<file path="src/rtl/ram_arbiter.sv">
// ram_arbiter: grants the shared SRAM to the flash loader, the CPU or diagnostics.
// Also drives 6502 RDY through a halt/resume handshake aligned to phi2 falls.
`timescale 1ns/1ps
module ram_arbiter #(
  parameter int TIMEOUT_W = 16
) (
  input  logic        clk,
  input  logic        reset,
  input  logic        phi2,
  input  logic        rwbar,
  input  logic [15:0] cpu_address,
  input  logic [7:0]  cpu_datain,
  input  logic        cpu_cs,
  input  logic        cpu_we,
  input  logic        load_done,
  input  logic        flash_req,
  input  logic        flash_we,
  input  logic [15:0] flash_address,
  input  logic [7:0]  flash_datain,
  output logic        flash_ack,
  input  logic        diag_halt_req,
  output logic        diag_halt_ack,
  input  logic        diag_req,
  input  logic        diag_we,
  input  logic [15:0] diag_address,
  input  logic [7:0]  diag_datain,
  output logic        diag_ack,
  output logic [15:0] ram_address,
  output logic [7:0]  ram_datain,
  output logic        ram_cs,
  output logic        ram_we,
  output logic        rdy,
  output logic        data_oe,
  output logic        stalled
);

  typedef enum logic [2:0] {
    S_LOAD,
    S_RUN,
    S_HALT_PEND,
    S_HALTED,
    S_RESUME_PEND
  } state_t;

  state_t               state_q, state_d;
  logic [2:0]           sync_q, sync_d;
  logic                 last_rd_q, last_rd_d;
  logic                 load_seen_q, load_seen_d;
  logic [TIMEOUT_W-1:0] wd_q, wd_d;
  logic                 rdy_q, rdy_d;
  logic                 stalled_q, stalled_d;
  logic                 hack_q, hack_d;
  logic [1:0]           ph_q, ph_d;
  logic [15:0]          addr_q, addr_d;
  logic [7:0]           din_q, din_d;
  logic                 cs_q, cs_d;
  logic                 we_q, we_d;
  logic                 fack_q, fack_d;
  logic                 dack_q, dack_d;

  logic        fall;
  logic        idle;
  logic        cpu_own;
  logic        load_eff;
  logic        own_req;
  logic        own_we;
  logic [15:0] own_addr;
  logic [7:0]  own_din;
  logic        can_accept;

  assign fall     = sync_q[2] & ~sync_q[1];
  assign idle     = (ph_q == 2'd0);
  assign load_eff = load_seen_q | load_done;
  assign cpu_own  = (state_q == S_RUN)
                  | (state_q == S_HALT_PEND)
                  | (state_q == S_RESUME_PEND);

  always_comb begin
    own_req  = 1'b0;
    own_we   = 1'b0;
    own_addr = '0;
    own_din  = '0;
    unique case (1'b1)
      (state_q == S_LOAD): begin
        own_req  = flash_req & ~load_eff;
        own_we   = flash_we;
        own_addr = flash_address;
        own_din  = flash_datain;
      end
      (state_q == S_HALTED): begin
        own_req  = diag_req & diag_halt_req;
        own_we   = diag_we;
        own_addr = diag_address;
        own_din  = diag_datain;
      end
      default: own_req = 1'b0;
    endcase
  end

  assign can_accept = idle & own_req;

  always_comb begin
    sync_d      = {sync_q[1:0], phi2};
    last_rd_d   = fall ? rwbar : last_rd_q;
    load_seen_d = load_seen_q | load_done;
    state_d     = state_q;
    wd_d        = wd_q;
    rdy_d       = rdy_q;
    stalled_d   = stalled_q;
    hack_d      = hack_q;
    ph_d        = ph_q;
    addr_d      = addr_q;
    din_d       = din_q;
    cs_d        = 1'b0;
    we_d        = 1'b0;
    fack_d      = 1'b0;
    dack_d      = 1'b0;

    // Owned-access sequencer: strobe in N+1, ack in N+2.
    unique case (ph_q)
      2'd0: begin
        if (can_accept) begin
          ph_d   = 2'd1;
          cs_d   = 1'b1;
          we_d   = own_we;
          addr_d = own_addr;
          din_d  = own_din;
        end
      end
      2'd1: begin
        ph_d   = 2'd2;
        fack_d = (state_q == S_LOAD);
        dack_d = (state_q == S_HALTED);
      end
      default: begin
        ph_d   = 2'd0;
        addr_d = '0;
        din_d  = '0;
      end
    endcase

    unique case (state_q)
      S_LOAD: begin
        if (load_eff && idle) begin
          state_d   = S_RUN;
          rdy_d     = 1'b1;
          stalled_d = 1'b0;
        end
      end
      S_RUN: begin
        if (diag_halt_req) begin
          state_d = S_HALT_PEND;
          wd_d    = '0;
        end
      end
      S_HALT_PEND: begin
        wd_d = fall ? '0
                    : wd_q + {{(TIMEOUT_W-1){1'b0}}, 1'b1};
        if (!diag_halt_req) begin
          state_d = S_RESUME_PEND;
        end else if (fall) begin
          // First fall drops RDY; a later read fall means the CPU stopped.
          rdy_d = 1'b0;
          if (!rdy_q && last_rd_d) begin
            state_d = S_HALTED;
            hack_d  = 1'b1;
          end
        end else if (&wd_q) begin
          state_d   = S_HALTED;
          hack_d    = 1'b1;
          rdy_d     = 1'b0;
          stalled_d = 1'b1;
        end
      end
      S_HALTED: begin
        if (!diag_halt_req && idle) begin
          state_d = S_RESUME_PEND;
          hack_d  = 1'b0;
        end
      end
      S_RESUME_PEND: begin
        if (diag_halt_req) begin
          state_d = S_HALT_PEND;
          wd_d    = '0;
        end else if (fall) begin
          state_d   = S_RUN;
          rdy_d     = 1'b1;
          stalled_d = 1'b0;
        end
      end
      default: state_d = S_LOAD;
    endcase
  end

  always_ff @(posedge clk or negedge reset) begin
    if (!reset) begin
      state_q     <= S_LOAD;
      sync_q      <= '0;
      last_rd_q   <= 1'b0;
      load_seen_q <= 1'b0;
      wd_q        <= '0;
      rdy_q       <= 1'b0;
      stalled_q   <= 1'b0;
      hack_q      <= 1'b0;
      ph_q        <= 2'd0;
      addr_q      <= '0;
      din_q       <= '0;
      cs_q        <= 1'b0;
      we_q        <= 1'b0;
      fack_q      <= 1'b0;
      dack_q      <= 1'b0;
    end else begin
      state_q     <= state_d;
      sync_q      <= sync_d;
      last_rd_q   <= last_rd_d;
      load_seen_q <= load_seen_d;
      wd_q        <= wd_d;
      rdy_q       <= rdy_d;
      stalled_q   <= stalled_d;
      hack_q      <= hack_d;
      ph_q        <= ph_d;
      addr_q      <= addr_d;
      din_q       <= din_d;
      cs_q        <= cs_d;
      we_q        <= we_d;
      fack_q      <= fack_d;
      dack_q      <= dack_d;
    end
  end

  assign ram_address   = cpu_own ? cpu_address : addr_q;
  assign ram_datain    = cpu_own ? cpu_datain  : din_q;
  assign ram_cs        = cpu_own ? cpu_cs      : cs_q;
  assign ram_we        = cpu_own ? cpu_we      : we_q;
  assign data_oe       = cpu_own & cpu_cs & rwbar;
  assign rdy           = rdy_q;
  assign stalled       = stalled_q;
  assign diag_halt_ack = hack_q;
  assign flash_ack     = fack_q;
  assign diag_ack      = dack_q;

endmodule

</file>
<file path="config.mk">
export PLATFORM = sky130hd
export DESIGN_NAME = ram_arbiter
export DESIGN_NICKNAME = d
export VERILOG_FILES = /design/src/rtl/ram_arbiter.sv
export SDC_FILE = /design/constraint.sdc
export NUM_CORES = 1
export LEC_CHECK = 0
export ABC_AREA = 0
export ABC_CLOCK_PERIOD_IN_PS = 5500
export BUFFER_PORTS_ARGS = -buffer_cell sky130_fd_sc_hd__clkbuf_2
export CAP_MARGIN = 20
export CORE_MARGIN = 4
export CORE_UTILIZATION = 53
export DETAILED_ROUTE_END_ITERATION = 7
export GPL_ROUTABILITY_DRIVEN = 0
export PLACE_DENSITY = 0.86
export SETUP_SLACK_MARGIN = 0.05
export SYNTH_ARGS = -nofsm -noshare
export SYNTH_HDL_FRONTEND = slang
export SYNTH_SLANG_ARGS = --single-unit
</file>
<file path="constraint.sdc">
create_clock -name clk -period 5.5 [get_ports clk]
set_input_delay 1.1 -clock clk [delete_from_list [all_inputs] [get_ports clk]]
set_output_delay 1.1 -clock clk [all_outputs]
set_load 0.03 [all_outputs]
</file>
==> results of run 1 <==
-- worst paths after layout --
check / start / endpoint / depth (start not counted)
setup reg to reg: state_q[0] / din_q[1] / 4
hold reg to reg: sync_q[0] / sync_q[1] / 0
hold / removal: sync_q[0] / sync_q[1] / 0
min in group asynchronous: reset / wd_q[14] / 2
max in group asynchronous: reset / load_seen_q / 2
setup / recovery: state_q[2] / ram_address[5] / 5
-- power groups by stage --
stage | clock (mW) | combinational, mW | sequential (mW)
detailed placement | 0 | 1.09 | 0.605
global placement | 0 | 1.07 | 0.598
global route | 0.293 | 1.19 | 0.615
floorplan | 0 | 0.891 | 0.559
CTS | 0.271 | 1.10 | 0.598
finish | 0.267 | 1.10 | 0.600
-- synth_stat cells (4+ instances only) --
cell type,n,area (um2)
nand2b_1,5,31.3
inv_1,5,18.8
a31oi_1,4,25.0
a22oi_1,27,203
nand2_1,47,176
nand3_1,7,35.0
dfrtp_1,56,1400
nor2_1,16,60.1
mux2_2,26,293
a21oi_1,5,25.0
clkbuf_1,6,22.5
xor2_1,4,35.0
and2_1,6,37.5
and3_1,4,25.0
o21ai_0,45,225
buf_2,11,55.1
-- per-stage QoR --
| step | std cells | cell area (um2) |
|---|---|---|
| 3_5_place_dp | 485 | 3600 |
| 5_1_grt | 494 | 3720 |
| 6_report | 494 | 3720 |
| 3_3_place_gp | 485 | 3600 |
| 4_1_cts | 493 | 3710 |
| 2_1_floorplan | 316 | 3020 |
-- critical path, stage by stage, from the launching register on --
cell and delay [ns]:
dfrtp_1 0.66, and2b_4 0.28, o31ai_4 0.20, buf_4 0.37, mux2_2 0.38, clkbuf_2 0.18
-- logic make-up after synthesis --
family	count (synthesis)	synth area share
and+or+nand+nor	103	0.167
AOI/OAI and AO/OA	100	0.213
DFF	56	0.464
muxes	26	0.0970
buffers and inverters	25	0.0394
xor gates and xnor gates	5	0.0145
adders and majority gates	1	0.00414
-- layout make-up --
class / instances / area (um2) / share of cell area
clock inverter: 3 / 42.5 / 0.0114
multi-input combinational: 235 / 1500 / 0.403
clock buffer: 5 / 68.8 / 0.0185
tap: 72 / 90.1 / 0.0242
timing repair buffer: 118 / 598 / 0.161
inverter: 5 / 18.8 / 0.00505
sequential: 56 / 1400 / 0.377
-- sequential cells by signal, indices dropped and copies added (netlist names) --
name / flops
addr_q: 16
cs_q: 1
diag_ack: 1
diag_halt_ack: 1
din_q: 8
flash_ack: 1
load_seen_q: 1
ph_q: 2
rdy: 1
stalled: 1
state_q: 3
sync_q: 3
wd_q: 16
we_q: 1
-- layer usage --
metal,share of wire,global-route usage,vias to the layer above
met2,0.52,0.376,92
li1,-,-,1341
met4,0.021,0.0789,0
met1,0.41,0.279,1378
met3,0.049,0.0365,15
met5,0,0,-
==> impl_metrics.json, run 1 <==
{
  "syn_to_final_growth_pct": 23.2,
  "numPortBuffers": 115,
  "setup_viol": 0,
  "synth_ff_type": "dfrtp_1",
  "p_per_area_mw_per_mm2": 529,
  "rsz0062_at_grt": "false",
  "layout_commonest_cell": "clkbuf_2",
  "cts_resized": 0,
  "wire_per_inst_um": 15.3,
  "cts_root_buf": "clkbuf_8",
  "numCtsBuffers": 5,
  "tightest_slew_ns": 1.07,
  "die_h_um": 83.5,
  "drtIter0Drc": 137,
  "p_switching_uw": 909,
  "clkTransAtPathRegs_ns": 0.10,
  "die_x_um": 83.5,
  "end_kind": "output pin",
  "synth_seq_area_share": 0.464,
  "antenna_found_initial": 0,
  "min_period_ns": 3.50,
  "ys_ff_latch": 56,
  "finalPower_mw": 1.97,
  "syn_area_per_cell_um2": 9.55,
  "diodes": 0,
  "max_freq_mhz": 285,
  "cts.sinks": 56,
  "p_comb_frac": 0.559,
  "final_antenna_net_count": 0,
  "clk_latency_ns": 0.31,
  "holdBufCountCts": 0,
  "drt-vias-per-instance": 5.72,
  "synthArstFlopShare": 1.00,
  "synth_area_mm2": 0.00302,
  "ir_drop_mv": 0.373,
  "seq_power_share": 0.305,
  "vias": 2826,
  "postCtsSetupRepairBufs": 0,
  "clock_path_buffers": 2,
  "cts_tree": "built",
  "detail_route.wirelength_um": 7580,
  "postLayoutCoreUtil": 0.675,
  "start_util": 0.548,
  "yosys_warnings": 0,
  "timing.final.hold_violations": 0,
  "max-slew-margin-rel": 0.283,
  "detailedPlace.worstSlack_ns": 2.37,
  "track_usage": 0.219,
  "ios": 116,
  "rows": 27,
  "gr-total-overflow": 0,
  "tns_ns": 0,
  "drc": 0,
  "grt_pass1_vias": 2789,
  "clockPowerShare": 0.136,
  "maxSlewViolCount": 0,
  "setup.worst_path.start_class": "flop",
  "fill_cells": 437,
  "core_area_mm2": 0.00551,
  "synth_edf_count": 0,
  "synth_cell_types": 48,
  "p_int_mw": 1.06,
  "place_hpwl_um": 5540,
  "nets": 506,
  "status": "finished clean",
  "switching_share": 0.463,
  "fin_worst_skew_ns": 0.00530,
  "die-area_mm2": 0.00697,
  "r2r_slack_ns": 2.61,
  "cp_max_fo": 27,
  "crit_type": "flop to output pin",
  "htree_levels": 2,
  "final_cell_mix": "clkbuf_2, dfrtp_1, nand2_1, o21ai_0, a22oi_1",
  "cp.required_ns": 4.40,
  "fin_ws_ns": 2.00,
  "drv_cap": 0,
  "drive_gt1_frac": 0.374,
  "min_path_type": "flop to flop",
  "grt_pass1_wl_um": 12800,
  "cp.arrival_ns": 2.40,
  "worst_hold_slack_ns": 0.363,
  "synth_nets": 401,
  "min_period_over_period": 0.637,
  "grt_max_degree": 57,
  "synthCells": 316,
  "firstDrtPassIters": 4,
  "leakagePower_nw": 1.82
}
Note: power is estimated with default switching activity, not from simulation.
==> run 2, diff against run 1 <==
- ABC_CLOCK_PERIOD_IN_PS: 5500 -> 3500
- CORE_UTILIZATION: 53 -> 49
- PLACE_DENSITY: 0.86 -> 0.8
- clock period: 5.5 -> 3.5 ns (I/O delays scaled with it)
==> impl_metrics.json, run 2 (synthesis gave the netlist of run 1 again) <==
{
  "worst_hold_slack_ns": 0.363,
  "cp_max_fo": 27,
  "tightest_slew_ns": 0.940,
  "holdPathStages": 0,
  "holdBufCountCts": 0,
  "rsz0062_at_grt": "false",
  "seq_area_mm2": 0.00140,
  "setup_viol": 0,
  "timing.final.hold_violations": 0,
  "numCtsBuffers": 5,
  "cts_resized": 0,
  "dp.cells": 491,
  "status": "finished clean",
  "cp.required_ns": 2.80,
  "p_per_area_mw_per_mm2": 819,
  "detail_route.wirelength_um": 7450,
  "cp.arrival_ns": 2.41,
  "multi_input_area_mm2": 0.00150,
  "die-area_mm2": 0.00748,
  "min_path_type": "flop to flop",
  "die_h_um": 86.5,
  "rr_startpoint": "state_q[0]",
  "ios": 116,
  "reg_top3": "addr_q (16), wd_q (16), din_q (8)",
  "gr-total-overflow": 0,
  "htree_levels": 2,
  "drt-vias-per-instance": 5.52,
  "setup.worst_path.start_class": "flop",
  "numPortBuffers": 115,
  "core_area_mm2": 0.00596,
  "cts_root_buf": "clkbuf_8",
  "die_x_um": 86.5,
  "fin_ws_ns": 0.386,
  "finalNonFillerCells": 498,
  "min_period_ns": 3.11,
  "fill_cells": 544,
  "postCtsSetupRepairBufs": 0,
  "tns_ns": 0,
  "min_to": "sync_q[1]",
  "grt_pass1_vias": 2470,
  "vias": 2748,
  "start_util": 0.507,
  "drc": 0,
  "crit_type": "flop to output pin",
  "firstDrtPassIters": 5,
  "max-slew-margin-rel": 0.373,
  "syn_to_final_growth_pct": 23.1,
  "worst_r2r_path_depth": 5,
  "cts_tree": "built",
  "clkTransAtPathRegs_ns": 0.10,
  "nets": 508,
  "min_period_over_period": 0.890,
  "clock_path_buffers": 2,
  "grt_max_degree": 39,
  "grt_pass1_wl_um": 11700,
  "fin_worst_skew_ns": 0.0118,
  "clk_latency_ns": 0.31,
  "drtIter0Drc": 157,
  "final_antenna_net_count": 0,
  "r2r_slack_ns": 1.05,
  "rows": 28,
  "r2r_end": "din_q[6]",
  "place_hpwl_um": 5390,
  "cts.sinks": 56,
  "detailedPlace.worstSlack_ns": 0.740,
  "max_freq_mhz": 321,
  "antenna_found_initial": 0,
  "diodes": 0,
  "drv_cap": 0,
  "leakagePower_nw": 1.82,
  "ir_drop_mv": 0.589,
  "track_usage": 0.192,
  "wire_per_inst_um": 15.0,
  "hold_path_startpoint": "sync_q[0]",
  "end_kind": "output pin",
  "layout_commonest_cell": "clkbuf_2",
  "maxSlewViolCount": 0,
  "drive_gt1_frac": 0.376,
  "final_cell_mix": "clkbuf_2, dfrtp_1, nand2_1, o21ai_0, a22oi_1"
}
run 2: critical path, stage by stage (launching register included):
cell and delay [ns]:
dfrtp_1 0.66, and2b_4 0.28, o31ai_4 0.21, buf_4 0.36, mux2_2 0.39, clkbuf_2 0.19
run 2: worst max path at each step:
| stage | to | startpoint | cells after the start |
|---|---|---|---|
| after floorplan | ram_address[10] | state_q[1] | 5 |
| after global placement | ram_address[5] | state_q[2] | 5 |
| after detailed placement | ram_address[15] | state_q[2] | 5 |
| after CTS | ram_address[15] | state_q[2] | 5 |
| after global routing | ram_address[15] | state_q[0] | 5 |
| final | ram_address[15] | state_q[2] | 5 |
run 2: routing by layer:
| layer | track usage | vias up | wire (um) |
|---|---|---|---|
| li1 | - | 1347 | - |
| met1 | 0.277 | 1311 | 3170 |
| met2 | 0.304 | 80 | 3770 |
| met3 | 0.0295 | 10 | 399 |
| met4 | 0.0496 | 0 | 116 |
| met5 | 0 | - | 0 |
run 2: where the power goes:
group	leakage [nW]	switching [mW]	internal (mW)
Combinational	1.03	1.07	0.673
Clock	0.0473	0.201	0.158
Sequential	0.751	0.156	0.787
run 2: final cells by class:
class                   instances  share of cell area
multi-input cells             235               0.403
inverters                       5             0.00505
repair buffers                120               0.165
clock buffers                   6              0.0222
well taps                      75              0.0252
clock inverters                 1             0.00236
flip-flops and latches         56               0.377
run 2: through the flow:
| stage | util | area [um2] | total power, mW |
|---|---|---|---|
| finish | 0.624 | 3720 | 3.04 |
| global route | 0.624 | 3720 | 3.27 |
| global placement | 0.609 | 3630 | 2.66 |
| floorplan | - | 3020 | 2.28 |
| detailed placement | 0.609 | 3630 | 2.70 |
| CTS | 0.624 | 3720 | 3.06 |
==> run 3, diff against run 2 <==
- BUFFER_PORTS_ARGS: -buffer_cell sky130_fd_sc_hd__clkbuf_2 -> -buffer_cell sky130_fd_sc_hd__buf_2
==> impl_metrics.json, run 3 (synthesis gave the netlist of run 1 again) <==
{
  "critPathMaxStageDelay_ns": 0.64,
  "htree_levels": 2,
  "setup_viol": 0,
  "timing.final.hold_violations": 0,
  "drv_cap": 0,
  "final_cell_mix": "buf_2, dfrtp_1, nand2_1, o21ai_0, a22oi_1",
  "drt-vias-per-instance": 5.53,
  "nets": 508,
  "multi_input_area_mm2": 0.00150,
  "drtIter0Drc": 198,
  "cp.required_ns": 2.80,
  "end_kind": "output pin",
  "rsz0062_at_grt": "false",
  "cts_tree": "built",
  "cp_top_family": "flip-flops",
  "antenna_found_initial": 0,
  "numPortBuffers": 115,
  "cts_root_buf": "clkbuf_8",
  "die_h_um": 86.5,
  "clkTransAtPathRegs_ns": 0.10,
  "cts_resized": 0,
  "fill_cells": 515,
  "cts.sinks": 56,
  "critPathBufInv": 2,
  "final_antenna_net_count": 0,
  "clk_latency_ns": 0.31,
  "diodes": 0,
  "tightest_slew_ns": 0.901,
  "seq_power_share": 0.310,
  "cpMaxStageDelayCell": "dfrtp_1",
  "start_util": 0.507,
  "detail_route.wirelength_um": 7500,
  "grt_pass1_vias": 2646,
  "min_period_over_period": 0.877,
  "fin_worst_skew_ns": 0.00797,
  "status": "finished clean",
  "drc": 0,
  "maxSlewViolCount": 0,
  "p_int_mw": 1.61,
  "numCtsBuffers": 5,
  "p_switching_mw": 1.42,
  "grt_max_degree": 41,
  "dp.cells": 491,
  "holdBufCountCts": 0,
  "drive_gt1_frac": 0.375,
  "wire_per_inst_um": 15.0,
  "grt_pass1_wl_um": 12300,
  "place_hpwl_um": 5460,
  "p_per_area_mw_per_mm2": 814,
  "cp_max_fo": 27,
  "layout_commonest_cell": "buf_2",
  "die_x_um": 86.5,
  "gr-total-overflow": 0,
  "setup.worst_path.start_class": "flop",
  "core_area_mm2": 0.00596,
  "rows": 28,
  "clockPowerShare": 0.117,
  "min_period_ns": 3.07,
  "postCtsSetupRepairBufs": 0,
  "ios": 116,
  "tns_ns": 0,
  "max_freq_mhz": 326,
  "ir_drop_mv": 0.536,
  "cp.arrival_ns": 2.37,
  "min_path_type": "primary input to asynchronous set/reset pin",
  "reg_top3": "addr_q (16), wd_q (16), din_q (8)",
  "vias": 2761,
  "max-slew-margin-rel": 0.399,
  "firstDrtPassIters": 4,
  "switching_share": 0.469,
  "seq_area_mm2": 0.00140,
  "crit_type": "flop to output pin",
  "leakagePower_nw": 1.81,
  "path_cells": "and2b_4, o31ai_4, buf_4, mux2_2, buf_2",
  "track_usage": 0.205,
  "finalNonFillerCells": 499,
  "die-area_mm2": 0.00748,
  "clock_path_buffers": 2,
  "syn_to_final_growth_pct": 23.0,
  "p_comb_frac": 0.573
}
run 3: changes by cell type in the layout (fill, tap and decap cells not counted):
cell        delta
clkbuf_8       -1
buf_2        +115
clkinvlp_4     +1
clkbuf_1       +1
clkbuf_2     -115
run 3: metrics by stage:
| stage | total power [mW] | setup slack (ns) | area (um2) | util | hold WS [ns] |
|---|---|---|---|---|---|
| 6_report | 3.02 | 0.429 | 3710 | 0.624 | 0.296 |
| 5_1_grt | 3.25 | 0.226 | 3710 | 0.624 | 0.298 |
| 4_1_cts | 3.05 | 0.417 | 3710 | 0.624 | 0.296 |
| 3_5_place_dp | 2.69 | 0.771 | 3630 | 0.609 | 0.340 |
| 3_3_place_gp | 2.65 | 0.821 | 3630 | 0.609 | 0.333 |
| 2_1_floorplan | 2.28 | 0.992 | 3020 | - | 0.331 |
run 3: final timing paths:
check                                start        endpoint  slack [ns]  depth (start not counted)
worst min-delay path                 reset       sync_q[1]        0.30                          1
min in group clk                 sync_q[0]       sync_q[1]        0.36                          0
worst max register to register  state_q[0]        din_q[0]        1.08                          5
worst max-delay path            state_q[2]  ram_address[5]        0.43                          5
worst min register to register   sync_q[0]       sync_q[1]        0.36                          0
max in group asynchronous            reset         wd_q[3]        2.37                          2
run 3: cell type report:
class,instances,area share
Clock inverter,2,0.00438
Clock buffer,6,0.0195
Timing Repair Buffer,120,0.165
Inverter,5,0.00505
Sequential cell,56,0.377
Multi-Input combinational cell,235,0.404
Tap cell,75,0.0253
run 3: power groups by stage:
stage	Clock (mW)	Combinational, mW	Sequential, mW
CTS	0.367	1.74	0.939
global placement	0	1.71	0.944
finish	0.353	1.73	0.939
detailed placement	0	1.74	0.953
global route	0.395	1.89	0.966
floorplan	0	1.40	0.879
run 3: worst reg2reg max path, stage by stage (launching register included):
cell	delay (ns)
dfrtp_1	0.73
nor3_4	0.08
buf_4	0.25
a32oi_1	0.28
nand2b_1	0.68
o21ai_0	0.25
run 3: metal layers:
metal | GRT usage | part of all wire | vias to the layer above
met5 | 0 | 0 | -
met4 | 0.0637 | 0.019 | 0
met3 | 0.0342 | 0.052 | 13
met2 | 0.338 | 0.51 | 82
met1 | 0.276 | 0.42 | 1315
li1 | - | - | 1351
